$ cat src/rtl/pipeline_hazard_ctrl_pkg.sv
// Shared types and default geometry for the pipeline hazard controller.
// Optional feature macro used by this slice: HAZARD_PERF_CNT_EN.
package pipeline_ctrl_pkg;

    localparam int DEF_STAGE_NUM = 5;
    localparam int DEF_REG_NUM   = 32;
    localparam int DEF_MAX_LAT   = 8;
    localparam int DEF_REG_W     = $clog2(DEF_REG_NUM);
    localparam int DEF_LAT_W     = $clog2(DEF_MAX_LAT + 1);
    localparam int REG_ZERO      = 0;

    typedef logic [DEF_STAGE_NUM-1:0] StageVec;
    typedef logic [DEF_REG_W-1:0]     RegAddr;
    typedef logic [DEF_LAT_W-1:0]     Latency;

endpackage

$ cat src/rtl/pipeline_hazard_ctrl_if.sv
// Issue/branch inputs and stall/flush outputs between the pipeline and its hazard controller.
// With HAZARD_PERF_CNT_EN defined the interface also carries the performance counters.
interface pipeline_hazard_ctrl_if #(
    parameter int STAGE_NUM = 5,
    parameter int REG_W     = 5,
    parameter int LAT_W     = 4
);
    logic                 issueValid;
    logic [REG_W-1:0]     issueRs1Addr;
    logic                 issueRs1Used;
    logic [REG_W-1:0]     issueRs2Addr;
    logic                 issueRs2Used;
    logic [REG_W-1:0]     issueRdAddr;
    logic                 issueRdWen;
    logic [LAT_W-1:0]     issueLatency;
    logic                 predBranchTaken;
    logic                 missValid;
    logic [STAGE_NUM-1:0] stageStall;
    logic [STAGE_NUM-1:0] stageFlush;
    logic                 dataHazard;
    logic                 branchBubble;
`ifdef HAZARD_PERF_CNT_EN
    logic [31:0]          perfStallCycles;
    logic [31:0]          perfBubbleCycles;
    logic [31:0]          perfMissCount;
`endif

    modport master (
        output issueValid, issueRs1Addr, issueRs1Used, issueRs2Addr, issueRs2Used,
               issueRdAddr, issueRdWen, issueLatency, predBranchTaken, missValid,
        input  stageStall, stageFlush, dataHazard, branchBubble
`ifdef HAZARD_PERF_CNT_EN
        , input perfStallCycles, perfBubbleCycles, perfMissCount
`endif
    );

    modport slave (
        input  issueValid, issueRs1Addr, issueRs1Used, issueRs2Addr, issueRs2Used,
               issueRdAddr, issueRdWen, issueLatency, predBranchTaken, missValid,
        output stageStall, stageFlush, dataHazard, branchBubble
`ifdef HAZARD_PERF_CNT_EN
        , output perfStallCycles, perfBubbleCycles, perfMissCount
`endif
    );
endinterface

$ cat src/rtl/pipeline_hazard_ctrl_scoreboard.sv
// Per-register countdown scoreboard: cycles until each destination becomes bypassable,
// plus the combinational read-after-write hazard check for the issuing instruction.
module hazard_scoreboard
    import pipeline_ctrl_pkg::*;
#(
    parameter int REG_NUM = DEF_REG_NUM,
    parameter int REG_W   = DEF_REG_W,
    parameter int LAT_W   = DEF_LAT_W
) (
    input  logic             clk,
    input  logic             rstN,
    input  logic             issueValid,
    input  logic [REG_W-1:0] rs1Addr,
    input  logic             rs1Used,
    input  logic [REG_W-1:0] rs2Addr,
    input  logic             rs2Used,
    input  logic [REG_W-1:0] rdAddr,
    input  logic             rdWen,
    input  logic [LAT_W-1:0] latency,
    input  logic             missValid,
    output logic             dataHazard
);

    logic [LAT_W-1:0] pending [REG_NUM];
    logic             accept;

    function automatic logic [LAT_W-1:0] decSat(input logic [LAT_W-1:0] v);
        return (v != '0) ? v - LAT_W'(1) : '0;
    endfunction

    function automatic logic [LAT_W-1:0] maxLat(input logic [LAT_W-1:0] a, input logic [LAT_W-1:0] b);
        return (a > b) ? a : b;
    endfunction

    always_comb begin
        dataHazard = issueValid && !missValid &&
                     ((rs1Used && (pending[rs1Addr] != '0)) ||
                      (rs2Used && (pending[rs2Addr] != '0)));
        accept     = issueValid && !dataHazard && !missValid;
    end

    // Entries age every cycle regardless of stalls; a new producer never shortens an older wait.
    always_ff @(posedge clk) begin
        if (!rstN) begin
            for (int r = 0; r < REG_NUM; r++) pending[r] <= '0;
        end else begin
            for (int r = 0; r < REG_NUM; r++) begin
                if (accept && rdWen && (r != REG_ZERO) && (rdAddr == REG_W'(r)))
                    pending[r] <= maxLat(latency - LAT_W'(1), decSat(pending[r]));
                else
                    pending[r] <= decSat(pending[r]);
            end
        end
    end

endmodule

$ cat src/rtl/pipeline_hazard_ctrl.sv
// Central stall/flush generator: scoreboard hazards, branch bubbles and mispredict squash.
// Define HAZARD_PERF_CNT_EN to add the stall/bubble/miss performance counters.
module pipeline_hazard_ctrl
    import pipeline_ctrl_pkg::*;
#(
    parameter int STAGE_NUM     = DEF_STAGE_NUM,
    parameter int DEC_STAGE     = 1,
    parameter int CONFIRM_STAGE = 2,
    parameter int REG_NUM       = DEF_REG_NUM,
    parameter int MAX_LAT       = DEF_MAX_LAT,
    parameter int BR_BUBBLE     = 1
) (
    input logic                   clk,
    input logic                   rstN,
    pipeline_hazard_ctrl_if.slave hif
);

    localparam int REG_W = $clog2(REG_NUM);
    localparam int LAT_W = $clog2(MAX_LAT + 1);
    localparam int BUB_W = (BR_BUBBLE > 1) ? $clog2(BR_BUBBLE + 1) : 1;
    localparam int SQUASH_IDX = (DEC_STAGE > 0) ? DEC_STAGE - 1 : 0;

    logic                 hazardRaw;
    logic [BUB_W-1:0]     bubbleCnt;
    logic [STAGE_NUM-1:0] stall;
    logic [STAGE_NUM-1:0] flush;

    hazard_scoreboard #(
        .REG_NUM (REG_NUM),
        .REG_W   (REG_W),
        .LAT_W   (LAT_W)
    ) uScoreboard (
        .clk        (clk),
        .rstN       (rstN),
        .issueValid (hif.issueValid),
        .rs1Addr    (hif.issueRs1Addr),
        .rs1Used    (hif.issueRs1Used),
        .rs2Addr    (hif.issueRs2Addr),
        .rs2Used    (hif.issueRs2Used),
        .rdAddr     (hif.issueRdAddr),
        .rdWen      (hif.issueRdWen),
        .latency    (hif.issueLatency),
        .missValid  (hif.missValid),
        .dataHazard (hazardRaw)
    );

    // Bubbles only drain while decode is moving, so each one squashes a distinct fetch slot.
    always_ff @(posedge clk) begin
        if (!rstN)
            bubbleCnt <= '0;
        else if (hif.missValid)
            bubbleCnt <= '0;
        else if (hif.predBranchTaken)
            bubbleCnt <= BUB_W'(BR_BUBBLE);
        else if ((bubbleCnt != '0) && !hazardRaw)
            bubbleCnt <= bubbleCnt - BUB_W'(1);
    end

    always_comb begin
        stall = '0;
        flush = '0;
        if (!rstN) begin
            flush = '1;
        end else if (hif.missValid) begin
            for (int i = 0; i < STAGE_NUM; i++)
                if (i < CONFIRM_STAGE) flush[i] = 1'b1;
        end else if (hazardRaw) begin
            for (int i = 0; i < STAGE_NUM; i++)
                if (i <= DEC_STAGE) stall[i] = 1'b1;
            flush[DEC_STAGE] = 1'b1;
        end else if ((bubbleCnt != '0) && (BR_BUBBLE > 0)) begin
            flush[SQUASH_IDX] = 1'b1;
        end
    end

    assign hif.stageStall   = stall;
    assign hif.stageFlush   = flush;
    assign hif.dataHazard   = rstN && hazardRaw;
    assign hif.branchBubble = rstN && (bubbleCnt != '0);

`ifdef HAZARD_PERF_CNT_EN
    logic [31:0] perfStall;
    logic [31:0] perfBubble;
    logic [31:0] perfMiss;

    always_ff @(posedge clk) begin
        if (!rstN) begin
            perfStall  <= '0;
            perfBubble <= '0;
            perfMiss   <= '0;
        end else begin
            if (hazardRaw)          perfStall  <= perfStall + 32'd1;
            if (bubbleCnt != '0)    perfBubble <= perfBubble + 32'd1;
            if (hif.missValid)      perfMiss   <= perfMiss + 32'd1;
        end
    end

    assign hif.perfStallCycles  = perfStall;
    assign hif.perfBubbleCycles = perfBubble;
    assign hif.perfMissCount    = perfMiss;
`endif

endmodule

$ cat src/flat_wrapper.sv
// flat-port wrapper written by rule: the top's interface ports become plain ports
module pipeline_hazard_ctrl_flat import pipeline_ctrl_pkg::*;
#(
    parameter int STAGE_NUM     = DEF_STAGE_NUM,
    parameter int DEC_STAGE     = 1,
    parameter int CONFIRM_STAGE = 2,
    parameter int REG_NUM       = DEF_REG_NUM,
    parameter int MAX_LAT       = DEF_MAX_LAT,
    parameter int BR_BUBBLE     = 1
)
  (clk, rstN, hif_issueValid, hif_issueRs1Addr, hif_issueRs1Used, hif_issueRs2Addr, hif_issueRs2Used, hif_issueRdAddr, hif_issueRdWen, hif_issueLatency, hif_predBranchTaken, hif_missValid, hif_stageStall, hif_stageFlush, hif_dataHazard, hif_branchBubble);
  pipeline_hazard_ctrl_if #(.STAGE_NUM(STAGE_NUM), .REG_W(DEF_REG_W), .LAT_W(DEF_LAT_W)) hif_i ();
  input logic clk;
  input logic rstN;
  input wire logic [$bits(hif_i.issueValid)-1:0] hif_issueValid;
  input wire logic [$bits(hif_i.issueRs1Addr)-1:0] hif_issueRs1Addr;
  input wire logic [$bits(hif_i.issueRs1Used)-1:0] hif_issueRs1Used;
  input wire logic [$bits(hif_i.issueRs2Addr)-1:0] hif_issueRs2Addr;
  input wire logic [$bits(hif_i.issueRs2Used)-1:0] hif_issueRs2Used;
  input wire logic [$bits(hif_i.issueRdAddr)-1:0] hif_issueRdAddr;
  input wire logic [$bits(hif_i.issueRdWen)-1:0] hif_issueRdWen;
  input wire logic [$bits(hif_i.issueLatency)-1:0] hif_issueLatency;
  input wire logic [$bits(hif_i.predBranchTaken)-1:0] hif_predBranchTaken;
  input wire logic [$bits(hif_i.missValid)-1:0] hif_missValid;
  output wire logic [$bits(hif_i.stageStall)-1:0] hif_stageStall;
  output wire logic [$bits(hif_i.stageFlush)-1:0] hif_stageFlush;
  output wire logic [$bits(hif_i.dataHazard)-1:0] hif_dataHazard;
  output wire logic [$bits(hif_i.branchBubble)-1:0] hif_branchBubble;
  assign hif_i.issueValid = hif_issueValid;
  assign hif_i.issueRs1Addr = hif_issueRs1Addr;
  assign hif_i.issueRs1Used = hif_issueRs1Used;
  assign hif_i.issueRs2Addr = hif_issueRs2Addr;
  assign hif_i.issueRs2Used = hif_issueRs2Used;
  assign hif_i.issueRdAddr = hif_issueRdAddr;
  assign hif_i.issueRdWen = hif_issueRdWen;
  assign hif_i.issueLatency = hif_issueLatency;
  assign hif_i.predBranchTaken = hif_predBranchTaken;
  assign hif_i.missValid = hif_missValid;
  assign hif_stageStall = hif_i.stageStall;
  assign hif_stageFlush = hif_i.stageFlush;
  assign hif_dataHazard = hif_i.dataHazard;
  assign hif_branchBubble = hif_i.branchBubble;
  pipeline_hazard_ctrl #(.STAGE_NUM(STAGE_NUM), .DEC_STAGE(DEC_STAGE), .CONFIRM_STAGE(CONFIRM_STAGE), .REG_NUM(REG_NUM), .MAX_LAT(MAX_LAT), .BR_BUBBLE(BR_BUBBLE)) u_core (.clk(clk), .rstN(rstN), .hif(hif_i));
endmodule
$ cat config.mk
export PLATFORM = sky130hd
export DESIGN_NAME = pipeline_hazard_ctrl_flat
export DESIGN_NICKNAME = d
export VERILOG_FILES = /design/src/rtl/pipeline_hazard_ctrl_pkg.sv /design/src/rtl/pipeline_hazard_ctrl_if.sv /design/src/rtl/pipeline_hazard_ctrl_scoreboard.sv /design/src/rtl/pipeline_hazard_ctrl.sv /design/src/flat_wrapper.sv
export SDC_FILE = /design/constraint.sdc
export NUM_CORES = 1
export LEC_CHECK = 0
export CORE_MARGIN = 2
export CORE_UTILIZATION = 40
export DETAILED_ROUTE_END_ITERATION = 8
export GPL_ROUTABILITY_DRIVEN = 1
export HOLD_SLACK_MARGIN = 0.1
export PLACE_DENSITY = 0.59
export SKIP_CTS_REPAIR_TIMING = 1
export SLEW_MARGIN = 40
export SYNTH_ARGS = -nofsm -noshare
export SYNTH_HDL_FRONTEND = slang
export SYNTH_SLANG_ARGS = --single-unit
$ cat constraint.sdc
create_clock -name clk -period 3.75 [get_ports clk]
set_input_delay 0.375 -clock clk [delete_from_list [all_inputs] [get_ports clk]]
set_output_delay 0.375 -clock clk [all_outputs]
set_load 0.005 [all_outputs]
# Yosys cells after proc, flatten, opt, wreduce, memory -nomap -nowiden
# Memory sizes are Yosys's and may differ from the RTL's.
# Cells that the tools add are included.
totals:
  word_cells: 567
  ram_bits: 128
  mem_count: 1
  regBits: 1
  in_bits: 27
  out_inout_bits: 12
op_classes:
  order_cmp: 31
  reduce_logical: 80
  n_eq_ne: 31
  mux: 325
  n_addsub: 34
  bitwise: 64
mem_list:
  columns: ["name", "words", "word_bits", "read_ports", "rd_ports_with_merged_regs", "wr", "line", "text"]
  rows:
  - ["u_core.uScoreboard.pending", 32, 4, 34, 0, 32, "pipeline_hazard_ctrl_scoreboard.sv:24", "logic [LAT_W-1:0] pending [REG_NUM];"]
op_table:
  columns: ["operator", "n"]
  rows:
  - ["4-bit 2-to-1 mux", 126]
  - ["1-bit 2-to-1 mux", 193]
  - ["4-bit nonzero test", 34]
  - ["4-bit by 1-bit subtractor with 4-bit output (second input constant)", 33]
  - ["4-bit > comparator", 31]
  - ["5-bit equality test (second input constant)", 16]
  - ["1-bit OR", 63]
  - ["1-bit logical AND", 41]
  - ["5-bit by 4-bit equality test with 1-bit output (second input constant)", 8]
  - ["5-bit by 3-bit equality test with 1-bit output (second input constant)", 4]
  - ["5-bit by 2-bit equality test with 1-bit output (second input constant)", 2]
  - ["2-bit 2-to-1 mux", 5]
  - ["5-bit by 1-bit equality test with 1-bit output (second input constant)", 1]
  - ["3-bit 2-to-1 mux", 1]
  - ["1-bit zero test", 2]
  - ["2-bit nonzero test", 1]
  - ["2-bit OR reduction", 1]
  - ["1-bit logical OR", 1]
  - ["1-bit NOT", 1]
  - ["1-bit subtractor (second input constant)", 1]

# Depth between registers and ports, before layout
# Gate-level depths: netlist of the first run.
# An unclocked memory read counts as a cell.
logic_depth:
  word_depth: 15
  depth_mapped: 11

# Modules after synthesis
# Synthesis of the first run repeated with hierarchy kept, for this count alone.
unflattened:
  hier_cells: 1237
  hier_area_um2: 11622.4
modules_own_cells:
  columns: ["mod", "area_each_um2", "n_inst", "cells_per_inst"]
  rows:
  - ["hazard_scoreboard", 11489.8, 1, 1219]
  - ["pipeline_hazard_ctrl", 132.6, 1, 18]

# Least setup slack after synthesis of the first run
# No wires, ideal clock.
synth_path:
  path_type: "input port to flip-flop"
  startpoint: "input hif_issueLatency[0]"
  endpoint: "memory u_core.uScoreboard.pending[31][0], data pin"
  stages: 8
  setup_slack_ps: 281
  arrival_time_ps: 3199
  path_cell_list: "inv_1 > ha_1 > xor2_1 > ha_1 > a41o_1 > nor3_1 > nand3_4 > mux2i_1"
synth_lines:
  columns: ["element", "line", "text"]
  rows:
  - ["from (decl)", "flat_wrapper.sv:22", "input wire logic [$bits(hif_i.issueLatency)-1:0] hif_issueLatency;"]
  - ["to (decl)", "pipeline_hazard_ctrl_scoreboard.sv:24", null]

==> results of run 1 <==
[cells in the mapped netlist, types with 2 or more instances]
cell / n
or3b_2: 3
nor4_1: 25
nor3_1: 57
nand2_1: 72
nor4_2: 4
nand2b_1: 94
o21ai_0: 44
o41ai_1: 2
mux2i_1: 145
conb_1: 2
ha_1: 126
o22ai_1: 8
nand4_1: 23
inv_1: 10
a21oi_1: 81
o31ai_1: 21
buf_12: 3
o21a_1: 15
nor3b_1: 17
and2_1: 2
xor2_1: 2
nand3b_1: 3
or3_1: 2
o211ai_1: 2
buf_6: 3
nor2b_1: 52
or4_1: 4
clkbuf_1: 29
a41o_1: 8
nand3_1: 4
mux4_2: 7
buf_2: 2
nand3_4: 30
edfxtp_1: 124
buf_4: 6
a2111oi_0: 2
or2_2: 47
mux2_2: 4
nor2_1: 95
dfxtp_1: 5
[worst reg2reg max path, delay by kind of cell, from the launching register on]
family          cells  cell delay [ps]
buf+inv             2              780
flops               1              450
compound gates      3              660
mux                 1              160
simple gates        3              990
[metal layers]
metal	up-vias	global-route usage	wire length [um]
met1	4660	0.289	15400
met3	22	0.0254	1040
li1	4768	-	-
met5	-	0	0
met2	156	0.347	14800
met4	0	0.0530	393
[cell families after synthesis]
kind of cell    after synthesis
flops                       129
compound gates              193
simple gates                537
mux                         156
buf+inv                      56
fa+ha+maj                   126
other cells                   2
xor+xnor                      2
[path summary, 6_finish.rpt]
check                                                    endpoint  slack, ps  cells past startpoint
worst min register to register   u_core.uScoreboard.pending[0][0]        460                      1
worst min-delay path            u_core.uScoreboard.pending[13][0]        420                      3
worst max-delay path                            hif_stageFlush[0]        170                      8
worst max register to register  u_core.uScoreboard.pending[27][0]        440                      9
[registers in the layout, summed over array words and instances (netlist names)]
signal,flops
u_core.bubbleCnt,1
u_core.uScoreboard.pending,128
[through the flow]
stage,cell area (um^2),utilization,total power (uW),setup slack [ps]
after floorplan,12300,-,2790,281
after global placement,13300,0.461,3170,5.69
after detailed placement,13300,0.461,3200,-2.17
after CTS,13900,0.482,5000,-58.2
after global routing,14000,0.484,5260,1.18
final,14000,0.484,4990,170
[power by group]
group          switching (uW)  leakage (uW)  total (uW)  internal (uW)
clock                     680      0.000306        1790           1110
combinational             769       0.00453        1360            587
sequential                127       0.00131        1840           1710
[area by class of cell]
cell class                      instances  area [um^2]
Clock inverter                         15          193
Antenna cell                            1         2.50
Sequential cell                       129         3820
Fill cell                            2674        14900
Timing Repair Buffer                   85          762
Inverter                               12         45.0
Tap cell                              384          480
Clock buffer                           17          425
Multi-Input combinational cell       1141         8280
[cell usage in the layout, fill, tap and decap left out, types with 10 or more instances in the layout]
cell type,n
nor4_1,22
inv_1,10
mux2i_1,145
a21oi_1,81
nor3b_1,17
nor2_1,95
nand2_1,72
ha_1,126
conb_1,127
nand3_4,30
clkdlybuf4s50_1,32
nand2b_1,94
clkbuf_16,17
o21a_1,15
edfxtp_1,124
nor3_1,57
or2_2,47
o31ai_1,21
nand4_1,23
buf_4,47
nor2b_1,52
o21ai_0,44
==> results.toml, run 1 <==
[setup_path]
cp.arrival_ps = 3200
crit_chain = "or4_1, nor2_1, o41ai_1, a211o_1, a32oi_4, a21boi_2, o21ai_0, clkdlybuf4s50_1"
required_ps = 3380
slowest_stage = "or4_1"
start_kind = "register"
path_buf_inv = 1
critical_path_class = "reg -> out"
r2r-start = "u_core.uScoreboard.pending[29][2]"
worst_path_largest_cell_delay_ps = 670
crit_start = "u_core.uScoreboard.pending[29][2]"
crit_family = "compound AO/OA/AOI/OAI gates"
end_kind = "primary output"
crit_fanout = 6

[synthesis]
synth_top_family_by_area = "simple AND/OR/NAND/NOR gates"
synthXorXnorAreaFrac = 0.00148
synthesis.area_um2 = 11800
synth_top_area_share = 0.315
avgSynthCellArea_um2 = 9.86
ys_seq_area_frac = 0.323
synth-seq-cells = 129
synth_edf_count = 124
async_reset_ff_frac = 0
synth-simple-area-share = 0.277
synth.mux.area_fraction = 0.140
synth_compound_area_frac = 0.0994
syn_inst = 1201
yosys_warnings = 0
synthAdderAreaFrac = 0.133
yosys_most_used_dff = "edfxtp_1"
synth_area_leaders = "edfxtp_1 (31%), ha_1 (13%), mux2i_1 (12%)"
synth_cell_types = 56
post-synth-top-area-cell = "edfxtp_1"

[floorplanning]
dieArea_um2 = 31000
die_w_um = 176
fp-row-count = 62
start_util = 0.409
core-area_um2 = 28900
fp.dieH_um = 176
io_pins = 39

[pwr]
power.leakage_uw = 0.00615
worst_ir_drop_vdd_mv = 0.316
powerDensity_nw_per_um2 = 356

[sta]
final-setup-viol-count = 0
fin_crit_sh = 0.955
hold_violations = 0
worstMarginPinSlew_ps = 794
grt_setup_unrepaired = "no"
slew-limit-headroom = 0.471
tns_ps = 0
final_max_slew_viol_count = 0
min_period_ps = 3580
hold_slack_ps = 418
clock_skew_ps = 10.8
fmax_mhz = 279

[global_routing]
grt_use_total = 0.209
grt-ovfl-total = 0
grt_max_degree = 90
grt_pass1_wl_um = 50100
grt_pass1_vias = 9272
grt_antenna_before_repair = 1

[cts]
clock-sinks = 129
cts_made_buffers = 17
htree_num_levels = 4
tritoncts = "yes"
clock_latency_ps = 430
cts-root-buf = "clkbuf_16"
cts.reportedPaths.clkPinSlew_ps = 60
cts_buffer_depth = 2

[place]
io_buffer_count = 35
post-place-cells = 1751
gp_congestion = 0.839
dpl.hpwl_um = 22100

[run_status]
outcome = "complete, no violations"

[hold_path]
hold_class = "in -> reg"
min_from = "rstN"

[routing]
drc = 0
wire_per_inst_um = 17.7
routed_wl_um = 31600
vias = 9606
drt_pass1_iterations = 4
viasPerCell = 5.38
drtIter0Drc = 676
antenna_left = 0

[layout]
drive_above_1_share = 0.135
fin_cells = 1784
nets = 1539
syn_to_final_growth_pct = 18.4

[job]
maxCapViolCount = 0
Power figures use the tool's default switching activity.
==> run 2: changes to the inputs <==
--- a/config.mk
+++ b/config.mk
@@ -5,6 +5,7 @@
 export SDC_FILE = /design/constraint.sdc
 export NUM_CORES = 1
 export LEC_CHECK = 0
+export CAP_MARGIN = 20
 export CORE_MARGIN = 2
 export CORE_UTILIZATION = 40
 export DETAILED_ROUTE_END_ITERATION = 8
==> results of run 2 <==
The final DEF is identical to that of run 1; final timing and power are the same.
==> run 3: changes to the inputs <==
--- a/config.mk
+++ b/config.mk
@@ -8,6 +8,7 @@
 export CAP_MARGIN = 20
 export CORE_MARGIN = 2
 export CORE_UTILIZATION = 40
+export CTS_CLUSTER_DIAMETER = 200
 export DETAILED_ROUTE_END_ITERATION = 8
 export GPL_ROUTABILITY_DRIVEN = 1
 export HOLD_SLACK_MARGIN = 0.1
==> results of run 3 <==
The final DEF is identical to that of run 1; final timing and power are the same.
